[src/rtl/run_length_detector.sv]
// run_length_detector: flags when the current run of identical serial bits reaches RUN_LEN
module run_length_detector #(
  parameter  int RUN_LEN = 4,
  localparam int CNT_W   = $clog2(RUN_LEN + 1)
) (
  input  logic             clk,
  input  logic             reset,
  input  logic             clear,
  input  logic             in_valid,
  input  logic             in,
  input  logic [1:0]       mode,
  output logic             out,
  output logic             hit,
  output logic             run_bit,
  output logic [CNT_W-1:0] run_cnt
);
  typedef enum logic {IDLE, RUN} state_t;
  localparam logic [CNT_W-1:0] MAX = CNT_W'(RUN_LEN);
  state_t           state_q, state_d;
  logic             run_bit_q, run_bit_d;
  logic [CNT_W-1:0] run_cnt_q, run_cnt_d;
  logic             new_q, new_d;
  logic             restart, en;
  assign restart = state_q == IDLE || in != run_bit_q;
  always_comb begin
    state_d   = state_q;
    run_bit_d = run_bit_q;
    run_cnt_d = run_cnt_q;
    new_d     = 1'b0;
    if (clear) begin
      state_d   = IDLE;
      run_bit_d = 1'b0;
      run_cnt_d = '0;
    end else if (in_valid) begin
      state_d   = RUN;
      run_bit_d = in;
      run_cnt_d = restart ? CNT_W'(1) : (run_cnt_q == MAX ? MAX : run_cnt_q + CNT_W'(1));
      new_d     = !restart && run_cnt_q == MAX - CNT_W'(1);
    end
  end
  always_ff @(posedge clk or negedge reset) begin
    if (!reset) begin
      state_q   <= IDLE;
      run_bit_q <= 1'b0;
      run_cnt_q <= '0;
      new_q     <= 1'b0;
    end else begin
      state_q   <= state_d;
      run_bit_q <= run_bit_d;
      run_cnt_q <= run_cnt_d;
      new_q     <= new_d;
    end
  end
  // mode bit 0 masks 0-runs, mode bit 1 masks 1-runs
  assign en      = run_bit_q ? ~mode[1] : ~mode[0];
  assign out     = run_cnt_q == MAX && en;
  assign hit     = out && new_q;
  assign run_bit = run_bit_q;
  assign run_cnt = run_cnt_q;
endmodule
[config.mk]
export PLATFORM = sky130hd
export DESIGN_NAME = run_length_detector
export DESIGN_NICKNAME = d
export VERILOG_FILES = /design/src/rtl/run_length_detector.sv
export SDC_FILE = /design/constraint.sdc
export NUM_CORES = 1
export LEC_CHECK = 0
export ABC_AREA = 1
export BUFFER_PORTS_ARGS = -buffer_cell sky130_fd_sc_hd__buf_2
export CAP_MARGIN = 20
export CORE_AREA = 2 2 39 41
export DETAILED_ROUTE_END_ITERATION = 10
export DIE_AREA = 0 0 41 43
export PLACE_DENSITY = 0.47
export SLEW_MARGIN = 25
export SYNTH_ARGS = -nofsm -noshare
export SYNTH_HDL_FRONTEND = slang
export SYNTH_SLANG_ARGS = --single-unit
[constraint.sdc]
create_clock -name clk -period 1.3 [get_ports clk]
set_input_delay 0.065 -clock clk [delete_from_list [all_inputs] [get_ports clk]]
set_output_delay 0.065 -clock clk [all_outputs]
set_load 0.02 [all_outputs]
==> out/results.tsv, run 1 <==
metric	value	unit
status	finished, final reports clean	
DR pass1 iterations	2	
Place WS	0.104	ns
Post-Synthesis Cell Area	365	um2
Avg Inst Size Synth	7.61	um2
HP Class	input pin to flip-flop	
PnR worst setup slack	0.0374	ns
Seq/Total Area, Yosys	0.411	
cell count after synthesis	48	
share of layout cells above drive strength 1	0.456	
vias in the first global route	343	
Inserted Diodes	0	
Via Count	355	
DIE HEIGHT	43	um
Worst EP required	1.24	ns
Syn. warnings	0	
first-pass GRT wire length	1390	um
port buffer count	12	
Starting Density	0.264	
CTS tree	done	
Core Region	1380	um2
Reg clk slew, reported paths	0.04	ns
total power	452	uW
HPWL after DPL	623	um
Setup TNS	0	ns
crit path max fanout	3	
Internal	335	uW
type of origin of the critical path	flip-flop	
switch share	0.260	
total gr overflow	0	
LEAKAGE	0.000287	uW
sequential power share	0.446	
initial antenna violation count	0	
Slew Viols, Final	0	
Via density	4.23	
Routed WL per cell	9.79	um
# fillers	148	
crit path capture type	output port	
Ports	13	
RePlAce Congestion	0.676	
Layout Nets	80	
Worst Tran Pin Value	0.293	ns
register area	151	um2
Comb pwr share	0.183	
placed cell area	445	um2
cts bufs inserted	3	
Routed WL	822	um
Power Dens Cells	841	nW/um2
post-synthesis register bit count	6	
library cells used by synthesis	12	
Crit path arrival time	1.20	ns
clock buffer depth	2	
final core occ	0.389	
Switching Power	118	uW
largest net degree at the start of global routing	7	
clk_lat worst skew	0.24	ns
DR iter-0 viols	1	
Detail Route Antenna Nets	0	
commonest non-fill, non-tap cell in the layout	nand2_1	
Slew headroom	0.804	
final worst path period share	0.971	
Area growth syn-to-layout	47.3	%
Die Wd	41	um
Max Cap Violations	0	
Tmin final	1.26	ns
R2R setup slack	0.06	ns
fin area	538	um2
All-Layer GR Usage	0.123	
endpoints failing setup	0	
row count	14	
htree depth	1	
# DRC	0	
f_max	792	MHz
Multi-input gate area	215	um2
Fin. Hold Viols	0	
TritonCTS Sinks	6	
die area	1760	um2
RSZ-0062 raised after global routing	true	
Clock power frac	0.371	
Mapped Nets	58	
Worst Skew	0.00308	ns
commonest non-fill, non-tap cells in the layout	nand2_1, buf_2, nor2_1, dfrtp_1	
crit path kind	flip-flop to output port	
maximum vdd drop	358	uV
clk root buf	clkbuf_4	
-- final cells by class --
class,instances,share of cell area
inverters,6,0.0419
well taps,16,0.0372
multi-input cells,36,0.400
clock buffers,3,0.0419
repair buffers,17,0.198
flip-flops and latches,6,0.281
-- cells in the mapped netlist (all sizes together) --
cell	count	share of area
o21ai	2	0.038
dfrtp	6	0.41
nor3b	1	0.034
nand3	3	0.055
inv	6	0.062
nand2	21	0.22
ha	3	0.10
nor2	6	0.082
-- state kept, by name (all words and copies together), names as in the netlist --
| register | count |
|---|---|
| new_q | 1 |
| run_bit | 1 |
| state_q | 1 |
| run_cnt | 3 |
-- stage by stage --
step | hold slack [ns] | instances
finish | 0.0385 | 84
global route | 0.0556 | 84
CTS | 0.0297 | 84
detailed placement | -0.102 | 76
global placement | -0.0952 | 76
floorplan | -0.231 | 48
-- final timing paths --
kind                              end  cells after the start       start
setup / recovery                  hit                      5  run_cnt[0]
hold / removal                state_q                      2       clear
setup reg to reg           run_cnt[2]                      6  run_cnt[0]
hold reg to reg               state_q                      2     state_q
max in group asynchronous     run_bit                      2       reset
min in group asynchronous  run_cnt[2]                      2       reset
-- power groups by stage --
stage	Sequential, uW	Combinational [uW]	Clock (uW)
4_1_cts	201	80.7	176
5_1_grt	203	94.2	189
2_1_floorplan	210	30.7	0
3_5_place_dp	205	63.9	0
3_3_place_gp	205	64.3	0
6_report	202	82.8	168
-- critical path, cell delays in order, from the launching register on --
cell and delay [ns]:
dfrtp_1 0.38, inv_2 0.09, ha_4 0.14, nand2_4 0.05, nor3b_2 0.14, buf_4 0.15
-- logic make-up after synthesis --
kind of cell,count (synthesis),synth area share
buffers and inverters,6,0.0616
and+or+nand+nor,31,0.387
DFF,6,0.411
AOI/OAI and AO/OA,2,0.0377
adders and majority gates,3,0.103
-- metal layers --
metal  global-route usage  up-vias  part of all wire
li1                     -      188                 -
met1                0.139      159              0.43
met2                0.191        8              0.52
met3               0.0785        0             0.050
met4               0.0200        0                 0
met5                    0        -                 0
-- repair_timing --
action                                  in CTS  in global routing
endpoints found under the setup margin       2                  3
hold buffers                                 1                  0
setup buffers                                4                  0
pin swaps                                    2                  1
hold endpoints to repair                     6                  0
gates resized for setup                      5                  5
Note: power is estimated with default switching activity, not from simulation.
==> run 2: changes to the inputs <==
Settings changed: ABC_AREA 1 to unset, PLACE_DENSITY 0.47 to 0.46.
Clock period 1.3 ns to 1.6 ns, I/O delays scaled along.
==> run 2 against run 1 <==
Core utilization fell by 5.2 points. Synthesized cell count down 25%. Global-route usage fell by 1.3 points. Sequential cell count unchanged. Final area shrank 13%. Clock skew is 0.0019 ns higher. Sequential power shrank 18%. Non-clock buffer count is 4 lower. Clock power decreased by 17%. Register-to-register slack better by 0.26 ns. Combinational power fell by 37%. Sequential share of layout area rose by 4.1 points.
==> out/results.tsv, run 2 <==
metric	value	unit
Worst Tran Pin Value	0.250	ns
Area growth syn-to-layout	30.5	%
hold_buf cts	1	
fin area	465	um2
final worst path period share	0.931	
max reg flops	3	
max incr delay on CP	0.39	ns
cts repair resizes	0	
Post-Synthesis Cell Area	357	um2
clock buffer depth	2	
slowest cell on the critical path	dfrtp_1	
commonest non-fill, non-tap cells in the layout	buf_2, dfrtp_1, nor2_1	
Fin. Hold Viols	0	
Setup TNS	0	ns
Inserted Diodes	0	
share of layout cells above drive strength 1	0.333	
HP Class	input pin to flip-flop	
met1 Use GR	0.114	
Worst EP required	1.52	ns
Post-synth ARST share	1.00	
CTS tree	done	
FF-to-FF End	run_cnt[2]	
Main synth FF type	dfrtp_1	
post-synth top area cell	dfrtp_1	
Avg Inst Size Synth	9.91	um2
Cell Chain, Critical Path	inv_1 -> ha_1 -> and3_1 -> and2_1 -> buf_2	
buffers plus inverters on the worst setup path	2	
Detail Route Antenna Nets	0	
vias in the first global route	298	
Slew Viols, Final	0	
Slew headroom	0.833	
number of flops mapped to enable cells by yosys	0	
DR iter-0 viols	10	
Layout Nets	63	
commonest non-fill, non-tap cell in the layout	buf_2	
cts bufs inserted	3	
DIE HEIGHT	43	um
post-synthesis register bit count	6	
crit path capture type	output port	
Routed WL per cell	11.2	um
RSZ-0062 raised after global routing	false	
Die Wd	41	um
DR pass1 iterations	4	
Mapped Nets	46	
Crit path arrival time	1.41	ns
initial antenna violation count	0	
crit path kind	flip-flop to output port	
most instantiated cells after synthesis	dfrtp_1, nor2_1, ha_1, inv_1	
Worst Hold Launch	clear	
cell count after synthesis	36	
met3 Use GR	0.0785	
Synth area leaders	dfrtp_1, ha_1, mux2i_1, xnor2_2, nor2_1	
die area	1760	um2
most instantiated library cell after synthesis	dfrtp_1	
Worst Skew	0.00501	ns
largest net degree at the start of global routing	10	
Seq/Total Area, Yosys	0.421	
maximum vdd drop	326	uV
clk_lat worst skew	0.24	ns
LEAKAGE	0.000234	uW
htree depth	1	
placed cell area	433	um2
Yosys top cell area share	0.421	
# DRC	0	
f_max	671	MHz
Reg2Reg Depth	4	
Reg clk slew, reported paths	0.05	ns
first-pass GRT wire length	1210	um
Tmin final	1.49	ns
type of origin of the critical path	flip-flop	
Ports	13	
endpoints failing setup	0	
Routed WL	749	um
crit path max fanout	5	
status	finished, final reports clean	
Syn. warnings	0	
All-Layer GR Usage	0.110	
Post CTS Setup Buffer Count	0	
Most Crowded Layer GR	met2	
row count	14	
library cells used by synthesis	19	
TritonCTS Sinks	6	
CP delay by family, top	flip-flops	
HPWL after DPL	577	um
worst r2r src	run_cnt[0]	
total gr overflow	0	
Via Count	315	
worst hold path depth	2	
Core Region	1380	um2
met2 global-route usage	0.156	
Hold EP	run_cnt[1]	
# fillers	160	
port buffer count	12	
Power Dens Cells	767	nW/um2
clk root buf	clkbuf_4	
RePlAce Congestion	0.649	
Max Cap Violations	0	
Starting Density	0.258	
R2R setup slack	0.32	ns
Via density	4.70	
run 2: power by group:
part | switching (uW) | internal, uW | total (uW)
Sequential | 7.93 | 158 | 166
Combinational | 29.1 | 23.3 | 52.4
Clock | 54.1 | 84.8 | 139
Total | 91.1 | 266 | 357
run 2: layer usage:
metal  wire, um  vias to the layer above
met5          0                        -
met4         10                        0
met3         80                        2
met2        332                       16
met1        326                      140
li1           -                      157
run 2: stage by stage:
step	cells	setup WS, ns	utilization	hold slack, ns	total power (uW)
after floorplan	36	0.241	-	-0.216	196
after global placement	63	0.329	0.313	-0.0850	220
after detailed placement	63	0.318	0.313	-0.0866	219
after CTS	67	0.0889	0.336	0.0895	364
after global routing	67	0.0122	0.336	0.0916	381
final	67	0.111	0.336	0.0896	357
run 2: layout make-up:
class	instances	area, um2	share of cell area
inverter	3	11.3	0.0242
clock buffer	3	22.5	0.0484
sequential	6	150	0.323
multi-input combinational	26	191	0.411
timing repair buffer	13	70.1	0.151
tap	16	20.0	0.0430
run 2: worst max-delay path by stage:
stage | startpoint | to | slack (ns) | depth (start not counted)
final | run_cnt[0] | hit | 0.11 | 5
after global routing | run_cnt[1] | hit | 0.01 | 5
after CTS | run_cnt[0] | hit | 0.09 | 5
after floorplan | run_cnt[0] | hit | 0.24 | 4
after global placement | run_cnt[0] | run_cnt[0] | 0.33 | 5
after detailed placement | run_cnt[0] | run_cnt[2] | 0.32 | 4
run 2: logic make-up after synthesis:
kind of cell	share of synthesized area
adders and majority gates	0.105
buffers and inverters	0.0421
muxes	0.0561
DFF	0.421
AOI/OAI and AO/OA	0.0667
and+or+nand+nor	0.263
xor gates and xnor gates	0.0456
run 2: worst reg2reg max path: stages, from the launching register on:
cell      delay, ns
dfrtp_1        0.41
ha_1           0.21
ha_1           0.26
nand4b_1       0.17
a31oi_1        0.17
